$ cat src/rtl/pdm_multi_channel.sv
// pdm_multi_channel
//   Multi-channel first-order PDM (sigma-delta) DAC on a Wishbone bus, with a
//   per-channel enable mask and a shared slew limiter that ramps each
//   channel's live level one step per tick toward its written target.
//
// Ports:
//   clk, rst        clock, synchronous active-high reset
//   wb_stb, wb_we   Wishbone strobe / write enable (zero wait states)
//   wb_adr          register address: 0..7 target, 8..15 current (RO),
//                   16 enable mask, 17 slew_div; everything else reads 0
//   wb_dat_i        write data
//   wb_dat_o        combinational read data
//   wb_ack          acknowledge (= wb_stb)
//   pdm             one PDM bitstream per channel
//   settled         every enabled channel has current == target
module pdm_multi_channel #(
  parameter int BITS     = 8,
  parameter int CHANNELS = 4
) (
  input  logic                clk,
  input  logic                rst,
  input  logic                wb_stb,
  input  logic                wb_we,
  input  logic [4:0]          wb_adr,
  input  logic [15:0]         wb_dat_i,
  output logic [15:0]         wb_dat_o,
  output logic                wb_ack,
  output logic [CHANNELS-1:0] pdm,
  output logic                settled
);

  logic [CHANNELS*BITS-1:0] target_flat;
  logic [CHANNELS*BITS-1:0] current_flat;
  logic [CHANNELS-1:0]      at_target;
  logic [CHANNELS-1:0]      enable;
  logic [15:0]              slew_div;
  logic [15:0]              prescaler;
  logic                     wr;
  logic                     bypass;
  logic                     tick;

  assign wr     = wb_stb & wb_we;
  assign wb_ack = wb_stb;
  assign bypass = (slew_div == '0);
  assign tick   = !bypass && (prescaler == slew_div - 16'd1);

  always_ff @(posedge clk) begin
    if (rst) begin
      enable    <= '0;
      slew_div  <= '0;
      prescaler <= '0;
    end else begin
      if (wr && wb_adr == 5'd16) enable <= wb_dat_i[CHANNELS-1:0];
      if (wr && wb_adr == 5'd17) begin
        slew_div  <= wb_dat_i;
        prescaler <= '0;
      end else if (bypass || tick) begin
        prescaler <= '0;
      end else begin
        prescaler <= prescaler + 16'd1;
      end
    end
  end

  for (genvar g = 0; g < CHANNELS; g++) begin : g_ch
    logic [BITS-1:0] target_q;
    logic [BITS-1:0] current_q;
    logic [BITS:0]   acc_q;

    always_ff @(posedge clk) begin
      if (rst) begin
        target_q  <= '0;
        current_q <= '0;
        acc_q     <= '0;
      end else begin
        if (wr && wb_adr == 5'(g)) target_q <= wb_dat_i[BITS-1:0];
        if (!enable[g]) begin
          current_q <= '0;
          acc_q     <= '0;
        end else begin
          // Carry out of the BITS-wide sum is the PDM bit; only the low
          // BITS are fed back.
          acc_q <= {1'b0, acc_q[BITS-1:0]} + {1'b0, current_q};
          if (bypass) begin
            current_q <= target_q;
          end else if (tick && current_q != target_q) begin
            current_q <= (current_q < target_q) ? current_q + BITS'(1)
                                                : current_q - BITS'(1);
          end
        end
      end
    end

    assign target_flat[g*BITS +: BITS]  = target_q;
    assign current_flat[g*BITS +: BITS] = current_q;
    assign at_target[g]                 = (current_q == target_q);
    assign pdm[g]                       = acc_q[BITS];
  end

  assign settled = &(~enable | at_target);

  always_comb begin
    wb_dat_o = '0;
    for (int unsigned i = 0; i < CHANNELS; i++) begin
      if (wb_adr == 5'(i))     wb_dat_o[BITS-1:0] = target_flat[i*BITS +: BITS];
      if (wb_adr == 5'(i + 8)) wb_dat_o[BITS-1:0] = current_flat[i*BITS +: BITS];
    end
    if (wb_adr == 5'd16) wb_dat_o[CHANNELS-1:0] = enable;
    if (wb_adr == 5'd17) wb_dat_o = slew_div;
  end

endmodule

$ cat config.mk
export PLATFORM = sky130hd
export DESIGN_NAME = pdm_multi_channel
export DESIGN_NICKNAME = d
export VERILOG_FILES = /design/src/rtl/pdm_multi_channel.sv
export SDC_FILE = /design/constraint.sdc
export NUM_CORES = 1
export LEC_CHECK = 0
export BUFFER_PORTS_ARGS = -buffer_cell sky130_fd_sc_hd__buf_2
export CAP_MARGIN = 20
export CORE_MARGIN = 1.5
export CORE_UTILIZATION = 67
export CTS_CLUSTER_SIZE = 24
export DETAILED_ROUTE_END_ITERATION = 8
export PLACE_DENSITY = 0.9
export SLEW_MARGIN = 10
export SYNTH_ARGS = -nofsm -noshare
export SYNTH_HDL_FRONTEND = slang
export SYNTH_SLANG_ARGS = --single-unit
$ cat constraint.sdc
create_clock -name clk -period 6.75 [get_ports clk]
set_input_delay 0.3375 -clock clk [delete_from_list [all_inputs] [get_ports clk]]
set_output_delay 0.3375 -clock clk [all_outputs]
set_load 0.01 [all_outputs]
## Yosys cells after proc, flatten, opt, wreduce, memory -nomap -nowiden

Cells that the tools add are included.

- Muxes and demuxes: 22
- Magnitude comparators: 4
- Bitwise operators: 7
- Reduce and logical (&&, ||, !) cells: 25
- Equal/unequal tests: 18
- Add/subtract/negate cells: 14

Operators by type and width:

| operator | count |
|---|---|
| 8-bit 2-to-1 mux | 20 |
| 8-bit by 8-bit adder with 9-bit output | 4 |
| 8-bit by 1-bit adder with 8-bit output (second input constant) | 4 |
| 8-bit equality test | 4 |
| 8-bit < comparator | 4 |
| 8-bit != test | 4 |
| 8-bit by 1-bit subtractor with 8-bit output (second input constant) | 4 |
| 5-bit by 4-bit equality test with 1-bit output (second input constant) | 4 |
| 16-bit by 1-bit adder with 16-bit output (second input constant) | 1 |
| 16-bit equality test | 1 |
| 16-bit logical NOT | 1 |
| 16-bit 2-to-1 mux | 1 |
| 16-bit by 1-bit subtractor with 16-bit output (second input constant) | 1 |
| 1-bit logical AND | 11 |
| 5-bit by 2-bit equality test with 1-bit output (second input constant) | 2 |
| 5-bit equality test (second input constant) | 2 |
| 2-bit nonzero test | 4 |
| 2-bit OR reduction | 4 |
| 5-bit by 1-bit equality test with 1-bit output (second input constant) | 1 |
| 5-bit logical NOT | 1 |
| 4-bit 2-to-1 mux | 1 |
| 1-bit inverter | 4 |
| 4-bit inverter | 1 |
| 4-bit bitwise OR | 1 |
| other kinds (5) | 5 |

- Logic and storage cells: 105
- Bits in registers: 136
- Output and inout bits: 22

## Longest topological paths before layout

Gate-level depths: netlist (run 1).

- Depth in word-level cells: 11
- Depth in mapped cells: 14

## Least setup slack after synthesis (run 1)

OpenSTA, ideal clock, no wires.

- Kind: register -> register
- Start point: register g_ch[3].current_q[1]
- End point: register g_ch[3].current_q[7]
- Buffers on the path: 0
- Library setup time: 0.122 ns
- Period minus slack after synthesis: 3.188 ns
- Slack: 3.562 ns
- Cell stages (with the launch flop): 14
- Arrival: 3.066 ns
- Cells stage by stage: dfxtp_1 -> ha_1 -> nor2b_1 -> o211ai_1 -> a21oi_1 -> a211o_1 -> ha_1 -> a21oi_1 -> nor2b_1 -> o31a_1 -> o41ai_1 -> xor2_1 -> o31a_1 -> o311a_1

- Word-level cells in the longest chain between the ends: 4
- Elaborated cells between the ends (all ways): 9
- Those cells by class: 2 x add/sub; 1 x order compare; 1 x eq/ne; 3 x mux; 2 x reduce/logical

RTL lines:

| element | line | text |
|---|---|---|
| from (decl) | 67 | `logic [BITS-1:0] current_q;` |
| from (signal assigned) | 85 | `current_q <= target_q;` |
| from (signal assigned) | 87 | `current_q <= (current_q < target_q) ? current_q + BITS'(1)` |
| 8-bit by 1-bit subtractor with 8-bit output, or another cell as far along | 88 | `: current_q - BITS'(1);` |
| 8-bit 2-to-1 mux | 87 |  |
| 8-bit 2-to-1 mux | 86 | `end else if (tick && current_q != target_q) begin` |
| 8-bit 2-to-1 mux | 84 | `if (bypass) begin` |

Several ways; a longest one is shown, not always the timed one. The select of a mux whose other input is x is not followed.
A chain may end at the register's enable or synchronous reset.

## Worst setup path in the final report (run 1)

- Start point: register g_ch[1].current_q[1]
- End point: register g_ch[1].current_q[7]

- Word-level cells in the longest chain between the ends: 4
- Elaborated cells between the ends (all ways): 9
- Those cells by class: 2 x add/sub; 1 x order compare; 1 x eq/ne; 3 x mux; 2 x reduce/logical

RTL lines:

| element | line |
|---|---|
| from (decl) | 67 |
| from (signal assigned) | 85 |
| from (signal assigned) | 87 |
| 8-bit by 1-bit subtractor with 8-bit output, or another cell as far along | 88 |
| 8-bit 2-to-1 mux | 87 |
| 8-bit 2-to-1 mux | 86 |
| 8-bit 2-to-1 mux | 84 |

Several ways; a longest one is shown, not always the timed one. The select of a mux whose other input is x is not followed.

==> summary.txt, run 1 <==
RUN STATUS
------------------------------------------------------------------------------------
Outcome ............................................................... complete, no violations

CTS
------------------------------------------------------------------------------------
Setup bufs post-CTS ...................................................            0
Clock tree from TritonCTS .............................................        built
H-tree depth ..........................................................            4
Clock latency on the worst-skew pair ..................................       430 ps
Clock-pin slew on the worst setup and hold paths ......................        60 ps
Number of buffers inserted for hold repair after clock tree synthesis .            0
Number of buffers created by CTS ......................................           17
Post-CTS resize count .................................................            0
Sinks on the clock net ................................................          136
Clock tree root buffer cell ........................................... sky130_fd_sc_hd__clkbuf_16
Bufs on Longest Clock Path ............................................            2

PWR
------------------------------------------------------------------------------------
Net Sw Power ..........................................................       394 uW
Power density over cell area ..........................................  174 nW/um^2
Design internal power .................................................      1360 uW
Sequential share of power .............................................        46.1%
Clock share of power ..................................................        49.1%
Maximum vdd drop ......................................................       191 uV
Part of the power in combinational logic ..............................         4.9%
Switching Fraction ....................................................        22.5%
Static Leak ...........................................................   0.00410 uW

PLACE
------------------------------------------------------------------------------------
HPWL after detailed placement .........................................     17000 um
Routability congestion estimate .......................................        0.953
Count of buffers inserted at the top-level ports ......................           46
Pre-CTS setup slack ...................................................      3260 ps

SYNTH
------------------------------------------------------------------------------------
Synthesized area per cell .............................................    8.11 um^2
Synth Flop Type ....................................................... sky130_fd_sc_hd__dfxtp_1
Total of flip-flops plus latches after synthesis ......................          136
Cell variety after synth ..............................................           66
Synthesized instance count ............................................         1136
Most common cell in the netlist ....................................... sky130_fd_sc_hd__nand2_1
Share of Yosys cell area claimed by the top area cell type ............        29.5%
Number of enable-type register cells in the synthesized netlist .......            0
Top cell type by total area after synthesis ........................... sky130_fd_sc_hd__dfxtp_1
Sequential element share of the synthesized area ......................        29.5%
Syn Std Cell Area .....................................................    9210 um^2
Number of warnings reported in the yosys synthesis log ................            0
Cell types occupying the most area after synthesis .................... sky130_fd_sc_hd__dfxtp_1 30%, sky130_fd_sc_hd__ha_1 12%, sky130_fd_sc_hd__nand2_1 6.0%
Most used standard cells in the synthesized netlist ................... 147 x sky130_fd_sc_hd__nand2_1, 136 x sky130_fd_sc_hd__dfxtp_1, 122 x sky130_fd_sc_hd__nor2_1
Syn Nets ..............................................................         1259
Async set-reset flop share out of synthesis ...........................           0%

ROUTING
------------------------------------------------------------------------------------
DRT antenna net count .................................................            0
Total routed wirelength ...............................................     23500 um
First-iteration detailed-routing DRC count ............................          825
Via count normalized by instance count ................................         6.29
Wirelength per Cell ...................................................      17.4 um
Length of the first detailed-routing pass in iterations ...............            8
DR vias ...............................................................         8502
DR DRC count ..........................................................            0

DIE
------------------------------------------------------------------------------------
Horizontal extent of the die ..........................................       120 um
Initial standard-cell utilization of the core .........................        69.0%
Count of pins on the block boundary ...................................           47
Die area ..............................................................   14500 um^2
Vert. Die Dim .........................................................       120 um
Core outline area .....................................................   13300 um^2
Std-Cell Rows .........................................................           42

TIMING
------------------------------------------------------------------------------------
WHS ...................................................................       150 ps
Max frequency .........................................................      272 MHz
Unrepaired setup endpoints after global routing .......................        false
Final-report setup violation count ....................................            0
Tcrit/Tclk final ......................................................        54.4%
Post-route worst setup slack ..........................................      3080 ps
Time the worst path needs with I/O delays and setup ...................      3670 ps
Worst slew margin .....................................................        29.1%
Total Neg Setup Slack .................................................         0 ps
Worst setup skew after layout .........................................      10.0 ps
Total count of hold-check failures in the final report ................            0
Final count of pins violating max slew ................................            0
Worst Max-Slew Pin Slew ...............................................      1060 ps

WORST SETUP PATH
------------------------------------------------------------------------------------
Largest stage delay on the critical path ..............................       560 ps
CP Depth ..............................................................           12
R2r setup slk .........................................................      3080 ps
Sort of element at the end of the critical path .......................         flop
Data required, critical path ..........................................      7080 ps
Worst R2R End ......................................................... g_ch[1].current_q[7]
Kind of start point of the critical path ..............................         flop
Category of the most critical setup path ..............................   reg -> reg
Number of buffers and inverters on the critical path ..................            0
Dominant delay contributor by cell family on the critical path ........ compound AO/OA/AOI/OAI gates
Critical Path Source .................................................. g_ch[1].current_q[1]
Critical-path cell list ............................................... ha_1, nor2b_1, o211ai_1, a21oi_1, a2111o_1, ha_1, a21o_1, a21oi_1, o21ai_0, o41ai_1, xnor3_1, a31o_1
R2R depth .............................................................           12
Data arrival at the endpoint of the critical path .....................      4000 ps
Reg-to-reg critical path startpoint ................................... g_ch[1].current_q[1]
Worst Path Max Fanout .................................................            8
Critical Path Slowest Stage Cell ...................................... sky130_fd_sc_hd__a2111o_1
Destination of the critical timing path ............................... g_ch[1].current_q[7]

FINAL LAYOUT
------------------------------------------------------------------------------------
Number of filler instances in the final layout ........................          952
Number of nets in the layout ..........................................         1288
Area added between synthesis and finish ...............................        9.07%
Inserted Diodes .......................................................            0
Share of layout cells above drive strength 1 ..........................        9.45%

GLOBAL ROUTE
------------------------------------------------------------------------------------
Remaining global-route overflow .......................................            0
GRT Overall Usage .....................................................        33.8%
Initial antenna violation count .......................................            0
Wire length of the first global-routing pass ..........................     38800 um
Maximum number of pins on one net before global-route repair ..........           62
Number of global-route vias before repair .............................         8128

RUN
------------------------------------------------------------------------------------
Max-cap violations ....................................................            0

WORST HOLD PATH
------------------------------------------------------------------------------------
Worst hold-check path type ............................................    in -> reg

==> layout make-up <==
class                      instances  area, um^2  share of cell area [%]
clock buffer                      25         485                    4.83
clock inverter                     4        45.0                   0.448
inverter                          70         263                    2.61
multi-input combinational        888        6040                    60.1
sequential                       136        2720                    27.1
tap                              176         220                    2.19
timing repair buffer              52         273                    2.71
==> routing by layer <==
| metal | routed length, um | GRT usage [%] | share of wire (%) |
|---|---|---|---|
| met5 | 0 | 0 | 0 |
| met4 | 1220 | 19.0 | 5.2 |
| met3 | 1730 | 7.17 | 7.4 |
| met2 | 10800 | 56.1 | 46 |
| met1 | 9730 | 40.6 | 41 |
==> state kept, by name, summed over array words and instances (netlist names) <==
register	flops
g_ch.target_q	32
enable	4
slew_div	16
g_ch.acc_q	36
prescaler	16
g_ch.current_q	32
==> layout by cell type, fill, tap and decap left out, drive strengths merged, types with 5 or more instances in the layout <==
master and count:
a21oi 108, or3 7, a222oi 8, fa 8, xor2 28, o211ai 8
xnor2 38, and2 12, nand3 29, a22oi 5, ha 90, and3 11
inv 70, a21o 15, nor2b 20, nand2 147, mux2i 31, a21boi 5
o21ai 36, or4 5, nor3 39, nor2 122, buf 51, nand4 17
nor4 9, nand2b 7, dfxtp 136, clkbuf 26, mux2 18, o31ai 5
==> cell families (layout without fill, tap and decap cells) <==
family,count (synthesis),in the layout,synth area share (%)
xor gates and xnor gates,68,68,6.76
adders and majority gates,98,98,14.0
muxes,49,49,5.73
DFF,136,136,29.5
AOI/OAI and AO/OA,235,235,16.2
buffers and inverters,112,151,4.89
and+or+nand+nor,438,438,22.9
==> per-stage QoR <==
step / power [uW] / instance area [um^2] / utilization, % / cells
4_1_cts: 1750 / 10000 / 75.3 / 1350
2_1_floorplan: 875 / 9210 / - / 1136
5_1_grt: 1790 / 10000 / 75.3 / 1351
3_5_place_dp: 906 / 9510 / 71.3 / 1321
3_3_place_gp: 905 / 9510 / 71.3 / 1321
6_report: 1750 / 10000 / 75.3 / 1351
==> how the worst min path moves through the flow <==
stage	from	end	slack, ps	depth (start not counted)
2_1_floorplan	g_ch[3].target_q[1]	g_ch[3].target_q[1]	440	2
3_3_place_gp	g_ch[3].target_q[1]	g_ch[3].target_q[1]	440	2
3_5_place_dp	g_ch[3].target_q[1]	g_ch[3].target_q[1]	450	2
4_1_cts	wb_dat_i[11]	slew_div[11]	140	3
5_1_grt	wb_dat_i[13]	slew_div[13]	160	3
6_report	wb_dat_i[11]	slew_div[11]	150	3
==> power by group through the flow <==
stage          Sequential [uW]  Clock [uW]  Combinational [uW]
4_1_cts                    807         864                82.7
6_report                   807         859                85.5
2_1_floorplan              823           0                52.3
5_1_grt                    807         897                90.6
3_5_place_dp               824           0                81.8
3_3_place_gp               824           0                80.7
==> worst min-delay path: stages <==
cell and delay, ps:
sky130_fd_sc_hd__buf_2 100, sky130_fd_sc_hd__nand2_1 40, sky130_fd_sc_hd__a21oi_1 50
Power figures use the tool's default switching activity.
==> run 2, diff against run 1 <==
CORE_UTILIZATION = 63   (was 67)
PLACE_DENSITY = 0.86   (was 0.9)
clock period = 3.79 ns   (was 6.75 ns; I/O delays follow)
==> run 2 against run 1 <==
Net effect:
- final cell count grew 1.6%
- die area up 6.2%
- clock-buffer cell count down 5
- utilization fell by 4.4 points
- flip-flop and latch count unchanged
- wire length down 0.62%
- non-clock buffer count up 10
- largest cell class unchanged
==> summary.txt, run 2 (synthesis results as in run 1) <==
RUN STATUS
-----------------------------------------------------------------------------
Outcome ........................................................ complete, no violations

WORST SETUP PATH
-----------------------------------------------------------------------------
Largest stage delay on the critical path .......................       500 ps
R2r setup slk ..................................................       230 ps
Category of the most critical setup path .......................   reg -> reg
Kind of start point of the critical path .......................         flop
Data arrival at the endpoint of the critical path ..............      3870 ps
Sort of element at the end of the critical path ................         flop
Worst Path Max Fanout ..........................................            8
Critical Path Slowest Stage Cell ............................... sky130_fd_sc_hd__dfxtp_1
Dominant delay contributor by cell family on the critical path . compound AO/OA/AOI/OAI gates
Data required, critical path ...................................      4100 ps
Number of buffers and inverters on the critical path ...........            0
Critical-path cell list ........................................ ha_1, nor2b_1, o211ai_1, a21oi_1, a211o_1, ha_1, nor2b_1, o31a_1, o41ai_1, xor2_1, o31a_1, o311a_1

FINAL LAYOUT
-----------------------------------------------------------------------------
Area of all placed cells without fillers .......................   10200 um^2
Max FFs per register ...........................................           36
Share of layout cells above drive strength 1 ...................        10.6%
Commonest non-fill, non-tap cell in the layout ................. sky130_fd_sc_hd__nand2_1
Inserted Diodes ................................................            0
Largest registers in the final layout .......................... g_ch.acc_q: 36 flops, g_ch.current_q: 32 flops, g_ch.target_q: 32 flops
Leading cell types in the layout, fill and taps excluded ....... 147 x sky130_fd_sc_hd__nand2_1, 136 x sky130_fd_sc_hd__dfxtp_1, 122 x sky130_fd_sc_hd__nor2_1
Area added between synthesis and finish ........................        11.0%
Number of nets in the layout ...................................         1298
Fin util .......................................................        70.9%
Most flop-heavy register .......................................   g_ch.acc_q

GLOBAL ROUTE
-----------------------------------------------------------------------------
Maximum number of pins on one net before global-route repair ...           46
GRT Overall Usage ..............................................        31.4%
Initial antenna violation count ................................            0
Number of global-route vias before repair ......................         7799
Remaining global-route overflow ................................            0
Wire length of the first global-routing pass ...................     37400 um

CTS
-----------------------------------------------------------------------------
Clock tree root buffer cell .................................... sky130_fd_sc_hd__clkbuf_16
Clock latency on the worst-skew pair ...........................       420 ps
Sinks on the clock net .........................................          136
Number of buffers created by CTS ...............................           17
H-tree depth ...................................................            4
Clock tree from TritonCTS ......................................        built
Bufs on Longest Clock Path .....................................            2
Clock-pin slew on the worst setup and hold paths ...............        60 ps

PWR
-----------------------------------------------------------------------------
Power density over cell area ...................................  322 nW/um^2
Total power consumption of the routed design ...................      3290 uW
Net Sw Power ...................................................       756 uW
Part of the power in combinational logic .......................         4.8%
Clock share of power ...........................................        51.5%
Maximum vdd drop ...............................................       322 uV
Static Leak ....................................................   0.00419 uW
Sequential share of power ......................................        43.7%
Design internal power ..........................................      2530 uW
Switching Fraction .............................................        23.0%

TIMING
-----------------------------------------------------------------------------
Final-report setup violation count .............................            0
Unrepaired setup endpoints after global routing ................        false
Max frequency ..................................................      281 MHz
Final count of pins violating max slew .........................            0
Worst setup skew after layout ..................................      10.7 ps
Tcrit/Tclk final ...............................................        93.9%
Total Neg Setup Slack ..........................................         0 ps
Worst Max-Slew Pin Slew ........................................       903 ps
Worst slew margin ..............................................        39.7%
Post-route worst setup slack ...................................       233 ps
Time the worst path needs with I/O delays and setup ............      3560 ps
Total count of hold-check failures in the final report .........            0

PLACE
-----------------------------------------------------------------------------
HPWL after detailed placement ..................................     17000 um
Count of buffers inserted at the top-level ports ...............           46
Cell area after placement ......................................    9600 um^2
Routability congestion estimate ................................        0.927
Pre-CTS setup slack ............................................       299 ps

WORST HOLD PATH
-----------------------------------------------------------------------------
Worst hold-check path type .....................................    in -> reg

ROUTING
-----------------------------------------------------------------------------
Length of the first detailed-routing pass in iterations ........            6
Wirelength per Cell ............................................      17.0 um
DR DRC count ...................................................            0
DR vias ........................................................         8439
First-iteration detailed-routing DRC count .....................          726
Total routed wirelength ........................................     23400 um
DRT antenna net count ..........................................            0
Via count normalized by instance count .........................         6.15

DIE
-----------------------------------------------------------------------------
Initial standard-cell utilization of the core ..................        63.9%
Std-Cell Rows ..................................................           44
Count of pins on the block boundary ............................           47
Vert. Die Dim ..................................................       124 um
Die area .......................................................   15400 um^2
Core outline area ..............................................   14400 um^2
Horizontal extent of the die ...................................       124 um

RUN
-----------------------------------------------------------------------------
Max-cap violations .............................................            0

-- run 2: worst paths after layout --
| path | startpoint | endpoint | cells past startpoint |
|---|---|---|---|
| setup reg to reg | g_ch[3].current_q[1] | g_ch[3].current_q[7] | 12 |
| setup / recovery | g_ch[3].current_q[1] | g_ch[3].current_q[7] | 12 |
| hold reg to reg | g_ch[0].target_q[5] | g_ch[0].target_q[5] | 2 |
| hold / removal | wb_dat_i[13] | slew_div[13] | 3 |
-- run 2: cell type report --
cell class | instances | area (um^2)
Sequential cell | 136 | 2720
Clock inverter | 12 | 151
Multi-Input combinational cell | 888 | 6050
Timing Repair Buffer | 62 | 365
Inverter | 70 | 263
Fill cell | 1111 | 4200
Tap cell | 184 | 230
Clock buffer | 20 | 447
-- run 2: what timing repair did --
item / in CTS / in global routing
setup buffers: 0 / 0
hold buffers: 1 / 1
endpoints found under the hold margin: 1 / 1
setup endpoints to repair: 0 / 1
resized for setup: 0 / 1
-- run 2: power groups by stage --
stage	Sequential, uW	Clock, uW	Combinational, uW
final	1440	1690	158
after CTS	1440	1700	152
after detailed placement	1470	0	150
after global placement	1470	0	148
after global routing	1440	1770	168
after floorplan	1470	0	93.2
-- run 2: metal layers --
layer	up-vias	share of wire (%)	GRT usage [%]
li1	4078	-	-
met1	3937	42	39.3
met2	344	47	51.1
met3	80	7.4	6.73
met4	0	4.2	15.7
met5	-	0	0
-- run 2: stage by stage --
stage	std cells	hold WS (ps)
after floorplan	1136	325
after global placement	1337	435
after detailed placement	1337	435
after CTS	1370	0.852
after global routing	1372	15.0
final	1372	11.0
-- run 2: worst register-to-register path, cell delays in order (launching register included) --
cell and delay (ps):
sky130_fd_sc_hd__dfxtp_1 500, sky130_fd_sc_hd__ha_1 310, sky130_fd_sc_hd__nor2b_1 130, sky130_fd_sc_hd__o211ai_1 160
sky130_fd_sc_hd__a21oi_1 100, sky130_fd_sc_hd__a211o_1 420, sky130_fd_sc_hd__ha_1 370, sky130_fd_sc_hd__nor2b_1 160
sky130_fd_sc_hd__o31a_1 260, sky130_fd_sc_hd__o41ai_1 350, sky130_fd_sc_hd__xor2_1 150, sky130_fd_sc_hd__o31a_1 260
sky130_fd_sc_hd__o311a_1 280
==> run 3, diff against run 2 <==
CORE_ASPECT_RATIO = 1.1   (was not set)
RECOVER_POWER = 25   (was not set)
==> run 3 against run 2 <==
Net effect:
- utilization grew 0.52 points
- total power is 0.42% lower
- global-route usage increased by 0.074 points
- wire length is 2.5% higher
- final cell count rose by 0.80%
- fmax about the same
- sequential power hardly changed
- clock skew shrank 3.6 ps
- largest power group unchanged
==> summary.txt, run 3 (synthesis results as in run 1) <==
WORST SETUP PATH
---------------------------------------------------------------------------
Kind of start point of the critical path .....................         flop
Category of the most critical setup path .....................   reg -> reg
Worst Path Max Fanout ........................................            8
Largest stage delay on the critical path .....................       470 ps
Critical-path cell list ...................................... inv_1, ha_1, nor2b_1, o211ai_1, a21oi_1, a2111o_1, ha_1, a21o_1, a21oi_1, o21ai_0, o41ai_1, xnor3_1, a31o_1
Data arrival at the endpoint of the critical path ............      3890 ps
Sort of element at the end of the critical path ..............         flop
Critical Path Slowest Stage Cell ............................. sky130_fd_sc_hd__a2111o_1
Data required, critical path .................................      4120 ps

DIE
---------------------------------------------------------------------------
Initial standard-cell utilization of the core ................        64.3%
Vert. Die Dim ................................................       130 um
Count of pins on the block boundary ..........................           47
Die area .....................................................   15400 um^2
Std-Cell Rows ................................................           46
Core outline area ............................................   14300 um^2
Horizontal extent of the die .................................       118 um

GLOBAL ROUTE
---------------------------------------------------------------------------
Remaining global-route overflow ..............................            0
Initial antenna violation count ..............................            1
Maximum number of pins on one net before global-route repair .           37
GRT Overall Usage ............................................        31.4%
Wire length of the first global-routing pass .................     38600 um
Number of global-route vias before repair ....................         7975

PWR
---------------------------------------------------------------------------
Maximum vdd drop .............................................       319 uV
Net Sw Power .................................................       759 uW
Sequential share of power ....................................        43.9%
Switching Fraction ...........................................        23.2%
Static Leak ..................................................   0.00414 uW
Total power consumption of the routed design .................      3270 uW
Part of the power in combinational logic .....................         4.9%
Power density over cell area .................................  320 nW/um^2
Clock share of power .........................................        51.3%
Design internal power ........................................      2520 uW

TIMING
---------------------------------------------------------------------------
Tcrit/Tclk final .............................................        93.9%
Max frequency ................................................      281 MHz
Final-report setup violation count ...........................            0
Total Neg Setup Slack ........................................         0 ps
Worst slew margin ............................................        9.64%
Worst Max-Slew Pin Slew ......................................      1360 ps
Total count of hold-check failures in the final report .......            0
Final count of pins violating max slew .......................            0
Time the worst path needs with I/O delays and setup ..........      3560 ps
Worst setup skew after layout ................................      7.05 ps

ROUTING
---------------------------------------------------------------------------
DR DRC count .................................................            0
Length of the first detailed-routing pass in iterations ......            5
DR vias ......................................................         8545
Wirelength per Cell ..........................................      17.3 um
First-iteration detailed-routing DRC count ...................          877
Total routed wirelength ......................................     24000 um
DRT antenna net count ........................................            0
Via count normalized by instance count .......................         6.18

PLACE
---------------------------------------------------------------------------
Routability congestion estimate ..............................        0.917
Cell area after placement ....................................    9590 um^2
HPWL after detailed placement ................................     17300 um
Count of buffers inserted at the top-level ports .............           46

CTS
---------------------------------------------------------------------------
H-tree depth .................................................            4
Clock tree root buffer cell .................................. sky130_fd_sc_hd__clkbuf_16
Clock latency on the worst-skew pair .........................       430 ps
Sinks on the clock net .......................................          136
Bufs on Longest Clock Path ...................................            2
Clock tree from TritonCTS ....................................        built
Number of buffers created by CTS .............................           17
Clock-pin slew on the worst setup and hold paths .............        60 ps

FINAL LAYOUT
---------------------------------------------------------------------------
Most flop-heavy register .....................................   g_ch.acc_q
Leading cell types in the layout, fill and taps excluded ..... 147 x sky130_fd_sc_hd__nand2_1, 135 x sky130_fd_sc_hd__dfxtp_1, 122 x sky130_fd_sc_hd__nor2_1
Area added between synthesis and finish ......................        11.1%
Largest registers in the final layout ........................ g_ch.acc_q: 36 flops, g_ch.current_q: 32 flops, g_ch.target_q: 32 flops
Share of layout cells above drive strength 1 .................        9.92%
Number of nets in the layout .................................         1300
Number of filler instances in the final layout ...............         1102
Commonest non-fill, non-tap cell in the layout ............... sky130_fd_sc_hd__nand2_1
Area of all placed cells without fillers .....................   10200 um^2
Max FFs per register .........................................           36

RUN
---------------------------------------------------------------------------
Max-cap violations ...........................................            0

RUN STATUS
---------------------------------------------------------------------------
Outcome ...................................................... complete, no violations

WORST HOLD PATH
---------------------------------------------------------------------------
Worst hold-check path type ...................................    in -> reg

==> run 3: cell types whose count changed in the layout (fill, tap and decap cells not counted), sizes merged <==
cell	before	now
clkinv	7	4
buf	59	49
clkinvlp	2	5
clkbuf	21	31
diode	0	1
bufinv	3	2
dlygate4sd3	2	5
==> run 3: layout make-up <==
cell class	instances	area, um^2	share of cell area (%)
multi-input combinational	888	6050	59.1
sequential	136	2720	26.6
clock buffer	21	480	4.69
timing repair buffer	64	358	3.50
inverter	70	263	2.57
tap	192	240	2.35
clock inverter	11	121	1.19
antenna	1	2.50	0.0244
==> run 3: timing repair <==
action                                  in CTS  in global routing
endpoints found under the setup margin       0                  1
endpoints found under the hold margin        5                  0
gates resized for setup                      0                  1
buffers inserted                             0                  0
hold buffers                                 5                  0
==> run 3: worst paths after layout <==
kind	cells after the start	end	start	slack (ps)
worst max-delay path	13	g_ch[1].current_q[7]	g_ch[1].target_q[1]	230
worst max register to register	13	g_ch[1].current_q[7]	g_ch[1].target_q[1]	230
worst min-delay path	3	slew_div[8]	wb_dat_i[8]	8
worst min register to register	2	g_ch[3].target_q[1]	g_ch[3].target_q[1]	470
==> run 3: metal layers <==
layer / track usage [%] / up-vias / part of all wire, %
li1: - / 4083 / -
met2: 53.3 / 366 / 47
met4: 18.6 / 0 / 4.9
met5: 0 / - / 0
met3: 6.25 / 95 / 7.2
met1: 37.4 / 4001 / 40
==> run 3: through the flow <==
step	hold WS [ps]	utilization [%]	instances	worst slack, ps
after floorplan	325	-	1136	602
after global placement	434	66.9	1345	424
after detailed placement	441	66.9	1345	325
after CTS	0.253	71.5	1382	173
after global routing	25.6	71.4	1382	-9.07
final	7.80	71.4	1383	232
==> run 3: power groups by stage <==
stage          registers [uW]  logic (uW)  clock network [uW]
2_1_floorplan            1470        93.2                   0
6_report                 1440         159                1680
5_1_grt                  1440         169                1740
3_3_place_gp             1470         146                   0
4_1_cts                  1440         154                1690
3_5_place_dp             1470         148                   0
==> run 3: worst max-delay path, delay by kind of cell (launching register included) <==
kind                     cells  cell delay (ps)
XOR/XNOR                     1              280
adder cells (fa/ha/maj)      2              670
flip-flops                   1              360
AO/OA/AOI/OAI                8             1920
AND/OR/NAND/NOR              1              140
buffers and inverters        1              100
